### src/rtl/fdt16_pkg.sv
// Shared definitions for the fdt16 core: opcodes, control FSM states, ALU ops and PC sources.
// Used by the control sequencer, the ALU and the datapath.
package fdt16_pkg;

    localparam int unsigned OPC_W = 6;

    localparam logic [OPC_W-1:0] OP_NOP  = 6'h00;
    localparam logic [OPC_W-1:0] OP_HLT  = 6'h01;
    localparam logic [OPC_W-1:0] OP_LDI  = 6'h02;
    localparam logic [OPC_W-1:0] OP_LDA  = 6'h03;
    localparam logic [OPC_W-1:0] OP_STA  = 6'h04;
    localparam logic [OPC_W-1:0] OP_ADD  = 6'h05;
    localparam logic [OPC_W-1:0] OP_SUB  = 6'h06;
    localparam logic [OPC_W-1:0] OP_ANDI = 6'h07;
    localparam logic [OPC_W-1:0] OP_ORI  = 6'h08;
    localparam logic [OPC_W-1:0] OP_ADDI = 6'h09;
    localparam logic [OPC_W-1:0] OP_BRZ  = 6'h0A;
    localparam logic [OPC_W-1:0] OP_JMP  = 6'h0B;

    typedef enum logic [2:0] {
        ST_FETCH  = 3'd0,
        ST_DECODE = 3'd1,
        ST_EXEC   = 3'd2,
        ST_MEM    = 3'd3,
        ST_WB     = 3'd4,
        ST_HALT   = 3'd5
    } state_e;

    localparam logic [2:0] ALU_ADD    = 3'd0;
    localparam logic [2:0] ALU_SUB    = 3'd1;
    localparam logic [2:0] ALU_AND    = 3'd2;
    localparam logic [2:0] ALU_OR     = 3'd3;
    localparam logic [2:0] ALU_PASS_B = 3'd4;

    localparam logic [1:0] PC_SRC_INC = 2'd0;
    localparam logic [1:0] PC_SRC_REL = 2'd1;
    localparam logic [1:0] PC_SRC_IMM = 2'd2;

    function automatic logic opc_is_legal(input logic [OPC_W-1:0] op);
        return op <= OP_JMP;
    endfunction

    // Only the logical-immediate ops treat ir[8:0] as an unsigned mask.
    function automatic logic opc_zext(input logic [OPC_W-1:0] op);
        return (op == OP_ANDI) || (op == OP_ORI);
    endfunction

    function automatic logic opc_uses_mem(input logic [OPC_W-1:0] op);
        return (op == OP_LDA) || (op == OP_STA) || (op == OP_ADD) || (op == OP_SUB);
    endfunction

endpackage

### src/rtl/fdt16_mem_timer.sv
// Wait-cycle counter for the memory handshake; flags expiry on the last allowed waiting cycle.
module fdt16_mem_timer
    import fdt16_pkg::*;
#(
    parameter int unsigned TIMEOUT = 15
) (
    input  logic clk,
    input  logic rst,
    input  logic en_i,
    input  logic clr_i,
    output logic expired_o
);

    logic [7:0] count_q, count_d;

    always_comb begin
        count_d = count_q;
        if (clr_i) begin
            count_d = '0;
        end else if (en_i) begin
            count_d = count_q + 8'd1;
        end
    end

    // NOTE: state is updated with non-blocking assignments so every register samples pre-edge values.
    always_ff @(posedge clk) begin
        if (rst) begin
            count_q <= '0;
        end else begin
            count_q <= count_d;
        end
    end

    // count_q holds the waits already spent, so this cycle is wait number count_q+1.
    assign expired_o = en_i && (count_q == 8'(TIMEOUT - 1));

endmodule

### src/rtl/fdt16_ctrl_fsm.sv
// Multicycle control sequencer for the fdt16 core: fetch/decode/execute/memory/writeback
// with a bounded memory handshake and sticky illegal-opcode / bus-error halts.
module fdt16_ctrl_fsm
    import fdt16_pkg::*;
#(
    parameter int unsigned OPC_W   = 6,
    parameter int unsigned TIMEOUT = 15
) (
    input  logic        clk,
    input  logic        rst,
    input  logic [15:0] ir,
    input  logic        zero_flag,
    input  logic        mem_ready,
    output logic        mem_req,
    output logic        mem_we,
    output logic        addr_sel,
    output logic        ir_we,
    output logic        pc_we,
    output logic [1:0]  pc_src,
    output logic [2:0]  alu_op,
    output logic        alu_b_sel,
    output logic        ext_zero,
    output logic        acc_we,
    output logic        acc_src,
    output logic        halted,
    output logic        illegal,
    output logic        bus_err
);

    state_e           state_q, state_d;
    logic             illegal_q, illegal_d;
    logic             bus_err_q, bus_err_d;
    logic [OPC_W-1:0] opcode;
    logic             in_wait;
    logic             expired;
    logic             unused_ir_bits;

    assign opcode         = ir[15 -: OPC_W];
    assign unused_ir_bits = ^ir[15-OPC_W:0];
    assign in_wait        = (state_q == ST_FETCH) || (state_q == ST_MEM);

    fdt16_mem_timer #(.TIMEOUT(TIMEOUT)) u_mem_timer (
        .clk       (clk),
        .rst       (rst),
        .en_i      (in_wait && !mem_ready),
        .clr_i     (!in_wait || mem_ready),
        .expired_o (expired)
    );

    always_ff @(posedge clk) begin
        if (rst) begin
            state_q   <= ST_FETCH;
            illegal_q <= 1'b0;
            bus_err_q <= 1'b0;
        end else begin
            state_q   <= state_d;
            illegal_q <= illegal_d;
            bus_err_q <= bus_err_d;
        end
    end

    // NOTE: every combinational output gets a default first so no path can infer a latch.
    always_comb begin
        state_d   = state_q;
        illegal_d = illegal_q;
        bus_err_d = bus_err_q;
        unique case (state_q)
            ST_FETCH: begin
                if (mem_ready) begin
                    state_d = ST_DECODE;
                end else if (expired) begin
                    state_d   = ST_HALT;
                    bus_err_d = 1'b1;
                end
            end
            ST_DECODE: begin
                if (opcode == OP_NOP) begin
                    state_d = ST_FETCH;
                end else if (opcode == OP_HLT) begin
                    state_d = ST_HALT;
                end else if (!opc_is_legal(opcode)) begin
                    state_d   = ST_HALT;
                    illegal_d = 1'b1;
                end else begin
                    state_d = ST_EXEC;
                end
            end
            ST_EXEC:  state_d = opc_uses_mem(opcode) ? ST_MEM : ST_FETCH;
            ST_MEM: begin
                if (mem_ready) begin
                    state_d = (opcode == OP_STA) ? ST_FETCH : ST_WB;
                end else if (expired) begin
                    state_d   = ST_HALT;
                    bus_err_d = 1'b1;
                end
            end
            ST_WB:    state_d = ST_FETCH;
            ST_HALT:  state_d = ST_HALT;
            default:  state_d = ST_FETCH;
        endcase
    end

    always_comb begin
        mem_req   = 1'b0;
        mem_we    = 1'b0;
        addr_sel  = 1'b0;
        ir_we     = 1'b0;
        pc_we     = 1'b0;
        pc_src    = PC_SRC_INC;
        alu_op    = ALU_ADD;
        alu_b_sel = 1'b0;
        ext_zero  = 1'b0;
        acc_we    = 1'b0;
        acc_src   = 1'b0;
        halted    = 1'b0;
        illegal   = 1'b0;
        bus_err   = 1'b0;
        if (!rst) begin
            illegal  = illegal_q;
            bus_err  = bus_err_q;
            halted   = (state_q == ST_HALT);
            ext_zero = (state_q inside {ST_DECODE, ST_EXEC, ST_MEM, ST_WB}) && opc_zext(opcode);
            unique case (state_q)
                ST_FETCH: begin
                    mem_req = 1'b1;
                    ir_we   = mem_ready;
                    pc_we   = mem_ready;
                end
                ST_EXEC: begin
                    unique case (opcode)
                        OP_LDI, OP_ADDI, OP_ANDI, OP_ORI: begin
                            alu_b_sel = 1'b1;
                            acc_we    = 1'b1;
                            alu_op    = (opcode == OP_LDI)  ? ALU_PASS_B :
                                        (opcode == OP_ANDI) ? ALU_AND    :
                                        (opcode == OP_ORI)  ? ALU_OR     : ALU_ADD;
                        end
                        OP_BRZ: begin
                            pc_we  = zero_flag;
                            pc_src = PC_SRC_REL;
                        end
                        OP_JMP: begin
                            pc_we  = 1'b1;
                            pc_src = PC_SRC_REL;
                        end
                        default: ;
                    endcase
                end
                ST_MEM: begin
                    mem_req  = 1'b1;
                    addr_sel = 1'b1;
                    mem_we   = (opcode == OP_STA);
                end
                ST_WB: begin
                    acc_we  = 1'b1;
                    acc_src = (opcode == OP_LDA);
                    alu_op  = (opcode == OP_SUB) ? ALU_SUB : ALU_ADD;
                end
                default: ;
            endcase
        end
    end

endmodule
### config.mk
export PLATFORM = sky130hd
export DESIGN_NAME = fdt16_ctrl_fsm
export DESIGN_NICKNAME = d
export VERILOG_FILES = /design/src/rtl/fdt16_pkg.sv /design/src/rtl/fdt16_mem_timer.sv /design/src/rtl/fdt16_ctrl_fsm.sv
export SDC_FILE = /design/constraint.sdc
export NUM_CORES = 1
export LEC_CHECK = 0
export ABC_AREA = 1
export BUFFER_PORTS_ARGS = -buffer_cell sky130_fd_sc_hd__buf_2
export CAP_MARGIN = 15
export CORE_MARGIN = 2
export CORE_UTILIZATION = 44
export CTS_CLUSTER_DIAMETER = 150
export DETAILED_ROUTE_END_ITERATION = 8
export GPL_TIMING_DRIVEN = 0
export PLACE_DENSITY = 0.75
export SETUP_SLACK_MARGIN = 0.5
export SYNTH_ARGS = -nofsm -noshare
export SYNTH_HDL_FRONTEND = slang
export SYNTH_HIERARCHICAL = 1
export SYNTH_SLANG_ARGS = --single-unit
### constraint.sdc
create_clock -name clk -period 1.8 [get_ports clk]
set_input_delay 0.09 -clock clk [delete_from_list [all_inputs] [get_ports clk]]
set_output_delay 0.09 -clock clk [all_outputs]
set_load 0.005 [all_outputs]
* After elaboration in Yosys (flattened, before gate mapping)
Index checks and enable logic that the tools add are counted.
Storage, ports and cells: bits in writable memories 0, bits in read-only memories 0, flip-flop bits (word level) 13, logic and storage cells 88, memories kept 0, bits in latches 0, output and inout port bits 17, input bits 20
Cells by class: shift-type cells 0, magnitude comparators 1, bitwise gates (word level) 4, equal/unequal tests 17, muxes and demuxes 41, reductions and logical operators 20, add/sub/neg operators 1, divide/modulo/power cells 0, multipliers 0
Operator list (count):
- 2-to-1 mux 3 bit | 10
- equality test 6 x 3 -> 1 bit, second input constant | 4
- equality test 6 x 4 -> 1 bit, second input constant | 4
- 2-to-1 mux 1 bit | 23
- case mux 3 bit (5 select lines) | 1
- equality test 6 x 2 -> 1 bit, second input constant | 2
- adder 8 x 1 -> 8 bit, second input constant | 1
- equality test 8 x 4 -> 1 bit, second input constant | 1
- equality test 3 x 2 -> 1 bit, second input constant | 2
- equality test 3 bit, second input constant | 2
- equality test 6 x 1 -> 1 bit, second input constant | 1
- <= comparator 6 x 4 -> 1 bit, second input constant | 1
- logical NOT 6 bit | 1
- logical OR 1 bit | 6
- 2-to-1 mux 2 bit | 3
- case mux 1 bit (2 select lines) | 3
- case mux 3 bit (2 select lines) | 1
- OR reduction 2 bit | 3
- inverter 1 bit | 4
- AND reduction 4 bit | 1
- nonzero test 4 bit | 1
- OR reduction 4 bit | 1
- equality test 3 x 1 -> 1 bit, second input constant | 1
- logical AND 1 bit | 3
- 3 further kinds | 4

* Longest topological paths before layout
Gate-level depths: netlist of run 1.
word-level depth 7, gate-level depth with buffers 15, gate-level depth less buffers 13

* Modules after synthesis
Netlist of run 1, hierarchy kept.
Modules (own cells, without submodules):
- fdt16_ctrl_fsm | times used 1, seq. area each 100.1 um^2, area an instance 634.4 um^2, cells an instance 120
- fdt16_mem_timer | times used 1, seq. area each 160.2 um^2, area an instance 411.6 um^2, cells an instance 57

* Worst setup path before layout of run 1
OpenSTA, ideal clock, no wires.
path kind register to register, from register state_q[2], to register state_q[1], data required time 1.672 ns, stages on the path, launching flop included 15, library setup time 0.128 ns, path slack 0.134 ns, arrival 1.539 ns, buffers on the path 2, period minus slack after synthesis 1.666 ns, cells stage by stage dfxtp_1 -> buf_6 -> inv_1 -> nand3_1 -> nand2_1 -> inv_2 -> nor2_4 -> buf_4 -> nand3_1 -> nor2_1 -> nor2_1 -> nand3_1 -> nand2_1 -> nor2_1 -> nor2_1
Between the ends: longest elaborated chain between the ends 7, elaborated cells on any way between the ends 12, those cells by class eq/ne: 4; mux: 4; reduce/logical: 4
RTL lines:
- start, declared | RTL line fdt16_ctrl_fsm.sv:30 | state_e state_q, state_d;
- start signal, assigned | RTL line fdt16_ctrl_fsm.sv:56 | state_q <= state_d;
- equality test 3 x 2 -> 1 bit or logical NOT 3 bit (tied branches) | RTL line fdt16_ctrl_fsm.sv:40 | assign in_wait = (state_q == ST_FETCH) || (state_q == ST_MEM);
- logical OR 1 bit * | RTL line fdt16_ctrl_fsm.sv:40
- logical AND 1 bit * | RTL line fdt16_ctrl_fsm.sv:45 | .en_i (in_wait && !mem_ready),
- logical AND 1 bit * | RTL line fdt16_mem_timer.sv:35 | assign expired_o = en_i && (count_q == 8'(TIMEOUT - 1));
- named net expired | RTL line fdt16_ctrl_fsm.sv:35 | logic expired;
- 2-to-1 mux 3 bit *
- 2-to-1 mux 3 bit (on tied branches)
- case mux 3 bit (5 select lines) * | RTL line fdt16_ctrl_fsm.sv:67 | unique case (state_q)
The timed path passes the listed nets; every way through them passes the cells marked *. A chain may end at the register's enable or synchronous reset.

* Worst setup path in the final report of run 1
from register state_q[2], to output port acc_we
Between the ends: longest elaborated chain between the ends 3, elaborated cells on any way between the ends 4, those cells by class eq/ne: 2; mux: 2
RTL lines:
- equality test 3 bit or equality test 3 x 2 -> 1 bit (tied branches) | RTL line fdt16_ctrl_fsm.sv:123 | unique case (state_q)
- case mux 1 bit (2 select lines) * | RTL line fdt16_ctrl_fsm.sv:123
- 2-to-1 mux 1 bit * | RTL line fdt16_ctrl_fsm.sv:118 | if (!rst) begin
- end, declared | RTL line fdt16_ctrl_fsm.sv:23 | output logic acc_we,
Every way passes the cells marked *; elsewhere a longest branch is shown, timed or not.

==> metrics.txt, run 1 <==
half-perimeter wire length of the detailed placement result 1910 um; number of antenna diodes 0; TritonCTS Sinks 13; flops & latches, synth 13; skew final 2.62 ps; count of standard-cell rows 17; wire length of the first global-routing pass 4550 um; power dissipated by switching net loads 0.277 mW; Inst Count DP 230; IR Drop Worst-Case VDD 0.000308 V; sum of internal, switching and leakage power 0.789 mW; setup repair after global routing missed its margin true; Vert. Die Dim 52.8 um; startpoint kind of the worst setup timing path flip-flop; share of the yosys chip area belonging to registers 24.9%; root buf cell clkbuf_4; most frequently used flop master after synthesis dfxtp_1; DRT iter0 DRCs 35; switching part of the total power 35.1%; width of the chip 52.8 um; cell area power density 527 mW/mm2; maximum level of the CTS H-tree 1; register share of total power 39.7%; syn nets 199; overflow left after global routing 0; number of buffers created by CTS 3; Post-synth EDFFs 0; proportion of layout cells with a drive suffix above 1 41.0%; number of library cell types mapped by synthesis 25; number of endpoints failing setup at the final stage 0; share of total power in the clock network 23.9%; vias in the first global route 1,122; CP max stage cell dfxtp_2; class of the tightest hold or removal check in2reg; worst endpoint data arrival time 1530 ps; number of antenna violations at the first check in global routing 0; post-layout min period 1620 ps; worst-skew pair later-pin latency 280 ps; number of pins exceeding their max-slew limit in the final report 0; setup TNS after final layout 0 ps; GRT Resource Usage Total 21.3%; final critical-path share of the clock period 89.8%; mapped cell area 0.00105 mm2; port buffer count 25; max-cap violation count 0; total length of routed wires 2910 um; placeable core region 0.00223 mm2; ys async rst share 0%; Crit path required time 1710 ps; largest driver fanout on the critical path 4; path type of the worst setup path reg2out; largest net degree at the start of global routing 11; maximum achievable frequency 619 MHz; final hold violation count 0; part of the power in combinational logic 36.4%; detail-routed via count per cell 5.04; highest-count cells in the layout ignoring fill and taps nand2_1 (40), nor2_1 (32), buf_2 (24); Mapped Avg Cell Area 5.91 um2; Clock Tree Buf Depth 2; Cells after Synth 177; sort of element at the end of the critical path output pin; Syn. warnings 6; die footprint 0.00278 mm2; clock edge transition at the registers on the reported setup and hold paths 90 ps; last weighted congestion value of the routability-driven placer 0.822; clock tree from TritonCTS done; detailed-router iteration count before antenna repair 4; relative slew slack 66.5%; most frequent standard cell in the layout excluding fill and tap cells nand2_1; total internal power 0.512 mW; non-filler instance count after layout 250; instance area at placement 0.00125 mm2; Final ANT Viol Nets 0; count of nets after finishing 245; via count 1,259; Largest stage delay, worst path 330 ps; total DRC errors in the routed layout 0; Initial Util 46.8%; Slew @ Worst Pin 503 ps; result of the run finished clean; Routed WL per cell 11.6 um; Layout Cell Area excl Fill 0.00150 mm2; relative area change from synthesis to final layout 43.1%; leakage power figure 0.730 nW; top-level I/O count 37; crit path cell chain buf_6, buf_4, nor3_4, nand2_2, or2_4, nand3_2, buf_2
[state kept, by name, summed over array words and instances, names as in the netlist]
signal and count:
u_mem_timer/count_q 8, illegal_q 1, bus_err_q 1, state_q 3
[worst paths after layout]
check	end	start	cells after the start	slack, ps
worst max-delay path	acc_we	state_q[2]	7	180
worst min-delay path	bus_err_q	rst	2	110
worst max register to register	state_q[1]	state_q[2]	14	240
worst min register to register	illegal_q	illegal_q	2	470
[timing repair]
| action | 4_1_cts | 5_1_grt |
|---|---|---|
| gates resized for setup | 15 | 13 |
| setup buffers | 10 | 6 |
| pin swaps | 10 | 4 |
| cloned | 0 | 0 |
| setup endpoints to repair | 21 | 25 |
| hold buffers | 0 | 0 |
[cells by family (layout without fill, tap and decap cells)]
kind of cell               Yosys count  count (layout)  synth area share, %
adders and majority gates            2               2                 2.39
DFF                                 13              13                 24.9
and+or+nand+nor                    116             116                 52.3
other                                1               1                0.359
AOI/OAI and AO/OA                   15              15                 7.90
buffers and inverters               30              75                 12.2
[per-stage QoR]
stage | setup WS, ps | hold WS, ps | utilization, %
6_report | 184 | 111 | 67.0
5_1_grt | 105 | 117 | 67.0
4_1_cts | 285 | 88.7 | 62.9
3_5_place_dp | 138 | 381 | 56.1
3_3_place_gp | 141 | 380 | 56.1
2_1_floorplan | 263 | 152 | -
[cells in the mapped netlist (2+ instances only)]
| master | n | area [um2] |
|---|---|---|
| nor3_1 | 4 | 20.0 |
| buf_4 | 2 | 15.0 |
| nor2_4 | 4 | 45.0 |
| o21ai_0 | 2 | 10.0 |
| a21oi_1 | 10 | 50.1 |
| dfxtp_1 | 13 | 260 |
| inv_1 | 24 | 90.1 |
| nand3_2 | 3 | 30.0 |
| nor2_1 | 37 | 139 |
| ha_1 | 2 | 25.0 |
| nand2_1 | 41 | 154 |
| nand3_1 | 18 | 90.1 |
| nand2_2 | 4 | 25.0 |
| inv_2 | 2 | 7.51 |
[metal layers]
metal / vias to the layer above / share of wire [%] / global-route usage, % / wire (um)
met5: - / 0 / 0 / 0
met4: 0 / 1.3 / 5.56 / 37
met3: 4 / 4.8 / 2.00 / 140
met2: 42 / 51 / 39.0 / 1480
met1: 567 / 43 / 26.3 / 1250
li1: 646 / - / - / -
[final cells by class]
class	instances	area, um2
well taps	28	35.0
inverters	26	105
clock buffers	3	22.5
clock inverters	1	5.00
flip-flops and latches	13	269
fillers	195	737
repair buffers	41	263
plain buffers	4	33.8
multi-input cells	134	763
[critical path, delay by kind of cell, from the launching register on]
family	cells	cell delay (ps)
AND/OR/NAND/NOR	4	560
flip-flops	1	330
buffers and inverters	3	360
[power by group through the flow]
stage / Combinational (mW) / Clock, mW / Sequential, mW
global route: 0.315 / 0.197 / 0.315
CTS: 0.246 / 0.186 / 0.313
floorplan: 0.152 / 0 / 0.317
detailed placement: 0.205 / 0 / 0.319
global placement: 0.200 / 0 / 0.318
finish: 0.287 / 0.188 / 0.313
(Power assumes the default switching activity.)
==> run 2: changes to the inputs <==
--- a/config.mk
+++ b/config.mk
@@ -12,7 +12,6 @@
 export CORE_UTILIZATION = 44
 export CTS_CLUSTER_DIAMETER = 150
 export DETAILED_ROUTE_END_ITERATION = 8
-export GPL_TIMING_DRIVEN = 0
 export PLACE_DENSITY = 0.75
 export SETUP_SLACK_MARGIN = 0.5
 export SYNTH_ARGS = -nofsm -noshare
==> run 2 against run 1 <==
  * Clock-buffer cell count is the same
  * Maximum frequency grew 8.5%
  * Critical path type unchanged
  * Global-route usage shrank 0.84 points
  * Total power decreased by 4.1%
  * Wire length fell by 8.3%
  * Sequential power is essentially flat
  * Via count is 2.0% lower
  * Worst hold slack better by 83 ps
  * Highest routed layer unchanged
  * Clock skew is 7.6 ps higher
==> metrics.txt, run 2 (same netlist as run 1, synthesis figures left out) <==
Routed WL per cell 10.8 um (-7.2%); largest net degree at the start of global routing 17 (+6); relative area change from synthesis to final layout 38.9%; maximum level of the CTS H-tree 1 (unchanged); class of the tightest hold or removal check in2reg; via count 1,234 (-2.0%); HP Start mem_ready; half-perimeter wire length of the detailed placement result 1850 um (-3.3%); crit path cell chain inv_6, nor3_4, nand2_2, or2_4, nand3_2, buf_2; Largest Register u_mem_timer/count_q; sort of element at the end of the critical path output pin; clock tree from TritonCTS done; detail-routed via count per cell 5.00 (-0.80%); met1 Usage GRT 26.5% (+0.13 points); largest driver fanout on the critical path 3 (-1); top-level I/O count 37 (unchanged); Crit path required time 1710 ps (about the same); worst setup slack before clock tree synthesis 229 ps (+90.5 ps); overflow left after global routing 0 (unchanged); result of the run finished clean; setup repair after global routing missed its margin true; count of nets after finishing 242 (-1.2%); worst hold slack across all endpoints 194 ps (+83.1 ps); area of combinational cells with multiple inputs 752 um2 (-1.5%); die footprint 0.00278 mm2 (unchanged); last weighted congestion value of the routability-driven placer 0.816 (-0.79%); Vert. Die Dim 52.8 um (unchanged); worst-skew pair later-pin latency 270 ps (about the same); count of standard-cell rows 17 (unchanged); Initial Util 46.8% (unchanged); GRT Resource Usage Total 20.5% (-0.84 points); IR Drop Worst-Case VDD 0.000306 V (-0.57%); instance area at placement 0.00123 mm2 (-1.5%); total DRC errors in the routed layout 0 (unchanged); maximum achievable frequency 672 MHz (+8.5%); setup TNS after final layout 0 ps (unchanged); clock edge transition at the registers on the reported setup and hold paths 80 ps (about the same); final-layout fill cell count 196 (+0.51%); sum of internal, switching and leakage power 0.757 mW (-4.1%); max-cap violation count 0 (unchanged); final hold violation count 0 (unchanged); number of endpoints failing setup at the final stage 0 (unchanged); number of antenna violations at the first check in global routing 0 (unchanged); share of the core filled with cells 65.0% (-2.0 points); startpoint kind of the worst setup timing path flip-flop; highest-utilization routing layer at the global route stage met2; total length of routed wires 2670 um (-8.3%); final critical-path share of the clock period 82.7% (-7.1 points); width of the chip 52.8 um (unchanged); cell area power density 521 mW/mm2 (-1.2%); TritonCTS Sinks 13 (unchanged); Final ANT Viol Nets 0 (unchanged); source of the critical timing path state_q[1]; proportion of layout cells with a drive suffix above 1 39.7% (-1.3 points); non-filler instance count after layout 247 (-1.2%); CP max stage cell dfxtp_4; wire length of the first global-routing pass 4440 um (-2.4%); vias in the first global route 1,089 (-2.9%); skew final 10.2 ps (+7.57 ps); met3 Usage GRT 2.00% (unchanged); Clock Tree Buf Depth 2 (unchanged); Largest stage delay, worst path 390 ps (+60 ps); post-layout min period 1490 ps (-127 ps); Regs by FF count u_mem_timer/count_q (8), state_q (3); met2 capacity usage during global routing 35.0% (-4.0 points); leakage power figure 0.712 nW (-2.4%); highest-count cells in the layout ignoring fill and taps nand2_1 (38), nor2_1 (32), buf_2 (25); number of pins exceeding their max-slew limit in the final report 0 (unchanged); PnR worst setup slack 311 ps (+127 ps); number of buffers created by CTS 3 (unchanged); Layout Cell Area excl Fill 0.00145 mm2 (-2.9%); placeable core region 0.00223 mm2 (unchanged); most frequent standard cell in the layout excluding fill and tap cells nand2_1; detailed-router iteration count before antenna repair 4 (unchanged); DRT iter0 DRCs 36 (+2.9%); port buffer count 25 (unchanged); worst endpoint data arrival time 1400 ps (-130 ps); Reg area 270 um2 (+0.47%); path type of the worst setup path reg2out; largest delay contributor family on the critical path simple AND/OR/NAND/NOR gates; beginning of the worst register-to-register path state_q[2]; root buf cell clkbuf_4; Inst Count DP 228 (-0.87%); number of antenna diodes 0 (unchanged); crit path buf inv count 2 (-1); flip-flop count of the largest register, all copies and words added 8 (unchanged)
## run 2: cell types whose count changed in the layout (fill, tap and decap cells not counted), sizes merged
cell	change
buf	-2
clkbuf	-1
## run 2: final timing paths
kind	endpoint	slack [ps]	depth (start not counted)
worst max register to register	u_mem_timer/count_q[7]	360	11
worst min-delay path	state_q[2]	190	4
worst max-delay path	acc_we	310	6
worst min register to register	bus_err_q	480	2
## run 2: worst reg2reg max path: cells and delay by family (launching register included)
family                 cells  cell delay, ps
buffers and inverters      3             280
flip-flops                 1             340
AND/OR/NAND/NOR            8             710
## run 2: where the power goes
part	internal (mW)	leakage, nW	total (mW)	switching [mW]
sequential	0.299	0.108	0.316	0.0162
clock	0.0821	0.0177	0.183	0.100
combinational	0.113	0.587	0.258	0.145
## run 2: area by class of cell
| type | instances | area share, % |
|---|---|---|
| Sequential cell | 13 | 18.6 |
| Multi-Input combinational cell | 134 | 51.8 |
| Clock buffer | 3 | 1.55 |
| Timing Repair Buffer | 42 | 17.9 |
| Tap cell | 28 | 2.41 |
| Clock inverter | 1 | 0.345 |
| Inverter | 26 | 7.41 |
## run 2: timing repair
item | 4_1_cts | 5_1_grt
setup endpoints to repair | 21 | 22
hold buffers | 0 | 0
setup buffers | 9 | 6
pin swaps | 8 | 5
resized for setup | 16 | 10
## run 2: routing by layer
layer / vias to the layer above / part of all wire (%) / wire (um)
met1: 543 / 44 / 1180
met2: 46 / 50 / 1330
met3: 8 / 4.6 / 122
met4: 0 / 1.4 / 37
met5: - / 0 / 0
li1: 637 / - / -
